`src/rtl/uart_tx_fifo.sv`:
```
// uart_tx_fifo: UART transmitter fed by a small byte FIFO.
// Each rising edge of start enqueues data_i. Queued bytes leave back-to-back
// as 8N1 frames (or 8 data + parity), LSB first, CLKS_PER_BIT clocks per bit.
// tx, busy and tx_done are registered copies of the next-state line values.
module uart_tx_fifo #(
  parameter int CLKS_PER_BIT = 868,
  parameter int FIFO_DEPTH   = 8,
  parameter int PARITY_EN    = 0,
  parameter int PARITY_ODD   = 0
) (
  input  logic       clk,
  input  logic       rstn,
  input  logic [7:0] data_i,
  input  logic       start,
  output logic       tx,
  output logic       busy,
  output logic       tx_done,
  output logic       fifo_empty,
  output logic       fifo_full,
  output logic       overflow
);

  localparam int AW = $clog2(FIFO_DEPTH);
  localparam int TW = $clog2(CLKS_PER_BIT);

  localparam logic [TW-1:0] BIT_LAST = TW'(CLKS_PER_BIT - 1);
  localparam logic [AW:0]   CNT_FULL = (AW + 1)'(FIFO_DEPTH);
  localparam logic          PAR_EN   = (PARITY_EN != 0);
  localparam logic          PAR_ODD  = (PARITY_ODD != 0);

  localparam logic [2:0] S_IDLE   = 3'd0;
  localparam logic [2:0] S_START  = 3'd1;
  localparam logic [2:0] S_DATA   = 3'd2;
  localparam logic [2:0] S_PARITY = 3'd3;
  localparam logic [2:0] S_STOP   = 3'd4;

  // Edge detector
  logic start_prev;
  logic push;
  logic push_ok;

  // FIFO
  logic [7:0]    mem [FIFO_DEPTH];
  logic [AW-1:0] wr_ptr;
  logic [AW-1:0] rd_ptr;
  logic [AW:0]   count;
  logic [7:0]    head;
  logic          pop;

  // Transmit FSM
  logic [2:0]    state,   state_n;
  logic [TW-1:0] timer,   timer_n;
  logic [2:0]    bit_idx, bit_idx_n;
  logic [7:0]    shift,   shift_n;
  logic          par_bit, par_n;
  logic          last_tick;
  logic          line_n;

  assign push       = start & ~start_prev;
  assign fifo_empty = (count == '0);
  assign fifo_full  = (count == CNT_FULL);
  // A full FIFO still accepts a byte when the head leaves in the same cycle.
  assign push_ok    = push & (~fifo_full | pop);
  assign head       = mem[rd_ptr];
  assign last_tick  = (timer == BIT_LAST);

  // Remember last cycle's start level for rising-edge detection.
  // NOTE: sequential state uses non-blocking (<=) so every register samples
  // pre-edge values; blocking here would create order-dependent simulation.
  always_ff @(posedge clk) begin
    if (!rstn) start_prev <= 1'b0;
    else       start_prev <= start;
  end

  // Storage write; the contents need no reset because count gates every read.
  // NOTE: memories are deliberately left out of reset so they map onto plain
  // RAM/register-file cells instead of a wide reset fan-out.
  always_ff @(posedge clk) begin
    if (push_ok) mem[wr_ptr] <= data_i;
  end

  // Pointer, occupancy and sticky overflow bookkeeping.
  always_ff @(posedge clk) begin
    if (!rstn) begin
      wr_ptr   <= '0;
      rd_ptr   <= '0;
      count    <= '0;
      overflow <= 1'b0;
    end else begin
      if (push_ok) wr_ptr <= wr_ptr + AW'(1);
      if (pop)     rd_ptr <= rd_ptr + AW'(1);
      case ({push_ok, pop})
        2'b10:   count <= count + (AW + 1)'(1);
        2'b01:   count <= count - (AW + 1)'(1);
        default: count <= count;
      endcase
      if (push & fifo_full & ~pop) overflow <= 1'b1;
    end
  end

  // Next-state logic for the frame sequencer, including the pop decision.
  // NOTE: every variable gets a default first so no path leaves it unassigned,
  // which would otherwise infer a latch.
  always_comb begin
    state_n   = state;
    timer_n   = timer;
    bit_idx_n = bit_idx;
    shift_n   = shift;
    par_n     = par_bit;
    pop       = 1'b0;

    case (state)
      S_IDLE: begin
        if (!fifo_empty) begin
          pop     = 1'b1;
          shift_n = head;
          par_n   = (^head) ^ PAR_ODD;
          timer_n = '0;
          state_n = S_START;
        end
      end

      S_START: begin
        if (last_tick) begin
          timer_n   = '0;
          bit_idx_n = 3'd0;
          state_n   = S_DATA;
        end else begin
          timer_n = timer + TW'(1);
        end
      end

      S_DATA: begin
        if (last_tick) begin
          timer_n = '0;
          shift_n = {1'b0, shift[7:1]};
          if (bit_idx == 3'd7) state_n = PAR_EN ? S_PARITY : S_STOP;
          else                 bit_idx_n = bit_idx + 3'd1;
        end else begin
          timer_n = timer + TW'(1);
        end
      end

      S_PARITY: begin
        if (last_tick) begin
          timer_n = '0;
          state_n = S_STOP;
        end else begin
          timer_n = timer + TW'(1);
        end
      end

      S_STOP: begin
        if (last_tick) begin
          timer_n = '0;
          // Chain straight into the next START so queued frames stay contiguous.
          if (!fifo_empty) begin
            pop     = 1'b1;
            shift_n = head;
            par_n   = (^head) ^ PAR_ODD;
            state_n = S_START;
          end else begin
            state_n = S_IDLE;
          end
        end else begin
          timer_n = timer + TW'(1);
        end
      end

      default: begin
        timer_n = '0;
        state_n = S_IDLE;
      end
    endcase
  end

  // Line level implied by the next state, so the registered tx lines up with it.
  always_comb begin
    case (state_n)
      S_START:  line_n = 1'b0;
      S_DATA:   line_n = shift_n[0];
      S_PARITY: line_n = par_n;
      default:  line_n = 1'b1;
    endcase
  end

  // Sequencer registers and the registered serial outputs.
  always_ff @(posedge clk) begin
    if (!rstn) begin
      state   <= S_IDLE;
      timer   <= '0;
      bit_idx <= 3'd0;
      shift   <= 8'h00;
      par_bit <= 1'b0;
      tx      <= 1'b1;
      busy    <= 1'b0;
      tx_done <= 1'b0;
    end else begin
      state   <= state_n;
      timer   <= timer_n;
      bit_idx <= bit_idx_n;
      shift   <= shift_n;
      par_bit <= par_n;
      tx      <= line_n;
      busy    <= (state_n != S_IDLE);
      tx_done <= (state_n == S_STOP) && (timer_n == BIT_LAST);
    end
  end

endmodule

```
`config.mk`:
```
export PLATFORM = sky130hd
export DESIGN_NAME = uart_tx_fifo
export DESIGN_NICKNAME = d
export VERILOG_FILES = /design/src/rtl/uart_tx_fifo.sv
export SDC_FILE = /design/constraint.sdc
export NUM_CORES = 1
export LEC_CHECK = 0
export ABC_AREA = 0
export BUFFER_PORTS_ARGS = -buffer_cell sky130_fd_sc_hd__clkbuf_2
export CORE_ASPECT_RATIO = 1.75
export CORE_UTILIZATION = 55
export DETAILED_ROUTE_END_ITERATION = 8
export PLACE_DENSITY = 0.75
export SYNTH_ARGS = -nofsm -noshare
export SYNTH_HDL_FRONTEND = slang
export SYNTH_SLANG_ARGS = --single-unit
export TNS_END_PERCENT = 1
```
`constraint.sdc`:
```
create_clock -name clk -period 2.9 [get_ports clk]
set_input_delay 0.29 -clock clk [delete_from_list [all_inputs] [get_ports clk]]
set_output_delay 0.29 -clock clk [all_outputs]
set_load 0.02 [all_outputs]
```
* Word level (Yosys, flattened, before mapping)
Memories as Yosys holds them, arrays and structs flattened. A register that Yosys moved wholly into a read port is not among the register bits. Cells that the tools add are included. Widths: inputs -> output; s select.
Word-level totals: output and inout port bits 6, RAM bits 64, register bits 40, memories kept 1
Operators by class: equal/unequal tests 18, bitwise logic cells 8, add/subtract/negate cells 6, multiplexer cells 31, reductions and logical operators 11
Memory list:
- mem | words 8, bits a word 8, read ports 1, clocked after memory_dff 1, write ports 1, line 43 | logic [7:0] mem [FIFO_DEPTH];
Operator list (count):
- $mux 3 | 11
- $mux 8 | 3
- $pmux 8 s3 | 1
- $eq 10x10->1 const B | 2
- $mux 10 | 2
- $pmux 10 s2 | 1
- $pmux 3 s5 | 1
- $eq 3x2->1 const B | 4
- $add 10x1->10 const B | 1
- $add 3x1->3 const B | 3
- $eq 3x3->1 const B | 3
- $ne 2x2->1 const B | 4
- $pmux 4 s2 | 1
- $reduce_xor 8->1 | 1
- $mux 1 | 7
- $eq 3x1->1 const B | 2
- $pmux 3 s2 | 1
- $reduce_bool 3->1 | 2
- $add 4x1->4 const B | 1
- $and 1x1->1 | 4
- $eq 4x4->1 const B | 1
- $logic_not 4->1 | 1
- $pmux 1 s2 | 2
- $reduce_and 4->1 | 1
- 11 further kinds | 14

* Depth between registers and ports, before layout
depth after elaboration 8, mapped depth 11, mapped depth without buffers 10

* Worst setup path after synthesis
No wires, ideal clock.
kind register to register, start point register timer[0], end point memory mem[0][0] (enable), required time 2.517 ns, arrival 2.466 ns, setup slack 0.051 ns, setup time 0.383 ns, stages on the path, launching flop included 9, buffers on the path 1, period minus slack after synthesis 2.849 ns, cells stage by stage dfxtp_1 ha_1 nand2b_1 clkbuf_1 o31a_1 o31ai_2 and2_1 nand2b_1 nor3_1
On the way: word-level cells in the longest chain between the ends 7
RTL lines:
- start: declaration | line 52 | logic [TW-1:0] timer, timer_n;
- start signal: assignment | line 200 | timer <= timer_n;
- $eq 10x10->1 | line 65 | assign last_tick = (timer == BIT_LAST);
- $mux 1 | line 154 | if (last_tick) begin
- $pmux 1 s2 | line 112 | case (state)
- $or 1x1->1 | line 63 | assign push_ok = push & (~fifo_full | pop);
- $and 1x1->1 | line 63
- $mux 1 | line 79 | if (push_ok) mem[wr_ptr] <= data_i;
- $mux 1 (not written as such) | line 79
- end: declaration | line 43
Every way passes these cells.

* Final worst setup path
start point register timer[0], end point memory mem[1][6] (enable)
The elaborated chain is that of the path after synthesis.

==> flow_summary_export.csv <==
group,metric,value,unit
synthesis,synth_top_area_cell,"edfxtp_1",
hold_path,min_from,"start",
power,p_sw_frac,0.313,
global_route,grt_first_pass_wirelength,14.4,mm
power,internal-power,3.08,mW
sta,hold-worst-slack,0.192,ns
final_layout,drive_above_1_share,0.201,
hold_path,holdPathEnd,"start_prev",
run,max_cap_viol_count,0,
detailed_routing,ant_nets,0,
detailed_routing,drc,0,
power,leakage,1.85,nW
floorplanning,core,8310,um2
global_route,grt-ovfl-total,0,
setup_path,cp_max_fo,9,
power,pwr-share-comb,0.308,
sta,setup_violations,0,
clock_network,root_buffer,"clkbuf_16",
clock_network,cts_tree,"yes",
sta,slew_headroom,0.544,
synthesis,synth_ff_type,"edfxtp_1",
setup_path,reg2reg_slack,0.32,ns
setup_path,cpPeakStageDelay,0.45,ns
sta,period_share,0.890,
clock_network,cts.sinks,107,
final_layout,num_antenna_cells,0,
global_route,grt_pass1_vias,3056,
synthesis,synth.most_common_cell,"edfxtp_1",
clock_network,clock_path_buffers,2,
global_route,antenna_found_initial,0,
sta,fin_skew,0.00436,ns
hold_path,holdPathStages,2,
placed_design,port_buffers,16,
sta,hold_violations,0,
synthesis,synth-edff-count,64,
floorplanning,die_h,124,um
floorplanning,dieArea,8940,um2
setup_path,cp.arrival,2.63,ns
clock_network,clk-insertion-delay-late,0.34,ns
final_layout,syn2layout_area_growth,12.2,%
power,switchingPower,1.40,mW
hold_path,min_path_type,"input port to flop",
setup_path,critical_path_buf_inv_count,1,
setup_path,r2r_end,"mem[1][6]",
setup_path,critPathKind,"flop to flop",
synthesis,synth.area.top_cells,"edfxtp_1, dfxtp_1, mux4_2",
run_status,status,"finished clean",
synthesis,synth_seq_area_share,0.591,
synthesis,synthesis.nets,394,
final_layout,final_nets,419,
sta,grt_setup_unrepaired,"false",
detailed_routing,num_vias,3014,
synthesis,netlist_instances,377,
final_layout,layoutNonFillerInstCount,522,
placed_design,dp_hpwl,6.37,mm
detailed_routing,via_per_inst,5.77,
synthesis,yosysTopAreaCellShare,0.408,
detailed_routing,drt-pass1-iter-count,4,
setup_path,r2r-start,"timer[0]",
sta,fin_setup_tns,0,ns
setup_path,cp-end-kind,"flop",
power,p_per_area,850,nW/um2
global_route,grt_max_degree,22,
power,power.share.sequential,0.422,
detailed_routing,drt_iter0_drc,156,
power,p_clk_frac,0.270,
setup_path,worst-endpoint-required,2.95,ns
setup_path,critical_path.top_delay_family,"simple AND/OR/NAND/NOR gates",
synthesis,yosys.cell_types.count,57,
synthesis,async_reset_ff_frac,0,
placed_design,dp_cells,506,
sta,worst_pin_slew,0.679,ns
setup_path,worstPathCellList,"ha_1, nand2b_1, o31a_1, o31ai_2, and2_1, nand2_1, nor3_1, buf_4",
synthesis,synth_common_cells,"edfxtp_1, dfxtp_1, nor2_1",
synthesis,syn_area,4710,um2
synthesis,ys_seq_elements,107,
detailed_routing,routedWlPerCell,17.1,um
sta,fmax,388,MHz
global_route,grt_usage,0.216,
clock_network,cts_buffers,9,
detailed_routing,routed_wl,8.92,mm
sta,slew_viol_final,0,
synthesis,avgSynthCellArea,12.5,um2
setup_path,critPathLaunchType,"flop",
power,vdd_ir_drop_max,0.000736,V
sta,period_needed,2.58,ns
setup_path,r2r_cells,8,
clock_network,cts_resized,0,
synthesis,ys.warnings.count,0,
placed_design,globalplace.congestion,0.826,
clock_network,ctsHoldBuffers,0,
floorplanning,die_w,71.9,um
setup_path,slowest_stage,"dfxtp_1",
floorplanning,row_count,44,
clock_network,h-tree-depth,3,
clock_network,path_clk_slew,0.07,ns
clock_network,post_cts.repair.setup_buffers,0,
floorplanning,io_pins,17,
floorplanning,start_util,0.566,
==> routing by layer <==
metal  track usage  vias up  wire length [um]
met2         0.410       51              5130
li1              -     1459                 -
met5             0        -                 0
met1         0.223     1486              3360
met3        0.0364       18               208
met4        0.0969        0               214
==> final cells by class <==
cell class	instances	area, um2
inverter	3	11.3
multi-input combinational	247	1820
clock inverter	7	76.3
sequential	107	2780
fill	652	3040
timing repair buffer	34	215
tap	115	144
clock buffer	9	225
==> per-stage QoR <==
stage               power (mW)  cell area, um2  setup WS (ns)  utilization
floorplan                 2.95            4710         0.0511            -
global placement          3.29            4980          0.432        0.599
detailed placement        3.31            4980          0.371        0.599
CTS                       4.53            5280          0.350        0.635
global route              4.73            5280          0.169        0.635
finish                    4.49            5280          0.320        0.635
==> power groups by stage <==
stage | sequential (mW) | combinational (mW) | clock [mW]
3_3_place_gp | 1.92 | 1.37 | 0
5_1_grt | 1.91 | 1.54 | 1.29
4_1_cts | 1.89 | 1.40 | 1.24
3_5_place_dp | 1.92 | 1.39 | 0
2_1_floorplan | 1.88 | 1.07 | 0
6_report | 1.89 | 1.38 | 1.21
==> kinds of logic after synthesis <==
group,after synthesis,share of synthesized area
and+or+nand+nor,132,0.149
DFF,107,0.591
AOI/OAI and AO/OA,66,0.0880
muxes,27,0.102
buffers and inverters,23,0.0213
xor gates and xnor gates,15,0.0308
adders and majority gates,7,0.0181
==> state kept, by name, indices dropped and copies added, names as in the netlist, 3 cells and up, named ones only <==
name,cells
wr_ptr,3
timer,10
mem,64
shift,8
bit_idx,3
state,3
count,4
rd_ptr,3
==> placed cells by master (no fill, tap or decap), types with 3 or more instances in the layout <==
| cell | count |
|---|---|
| a22oi_1 | 5 |
| clkbuf_16 | 9 |
| nand2_1 | 27 |
| nor3_1 | 17 |
| mux2i_1 | 5 |
| edfxtp_1 | 64 |
| and2_1 | 8 |
| or4_1 | 3 |
| buf_4 | 18 |
| a221oi_1 | 3 |
| and3_1 | 4 |
| nand2b_1 | 8 |
| dfxtp_1 | 43 |
| nor2_1 | 35 |
| nand3_1 | 8 |
| mux2_2 | 6 |
| o21ai_0 | 12 |
| xor2_1 | 9 |
| inv_1 | 3 |
| ha_1 | 6 |
| a21oi_1 | 27 |
| mux4_2 | 16 |
| clkbuf_2 | 16 |
| xnor2_1 | 5 |
==> worst max path at each step <==
stage              from        end  depth (start not counted)
2_1_floorplan  timer[0]  mem[0][0]                          8
3_3_place_gp   timer[0]  mem[0][0]                          8
3_5_place_dp   timer[0]  mem[3][6]                          8
4_1_cts        timer[0]  mem[1][0]                          8
5_1_grt        timer[0]   count[2]                         10
6_report       timer[0]  mem[1][6]                          8
No activity file was read; power rests on OpenSTA's default activity.
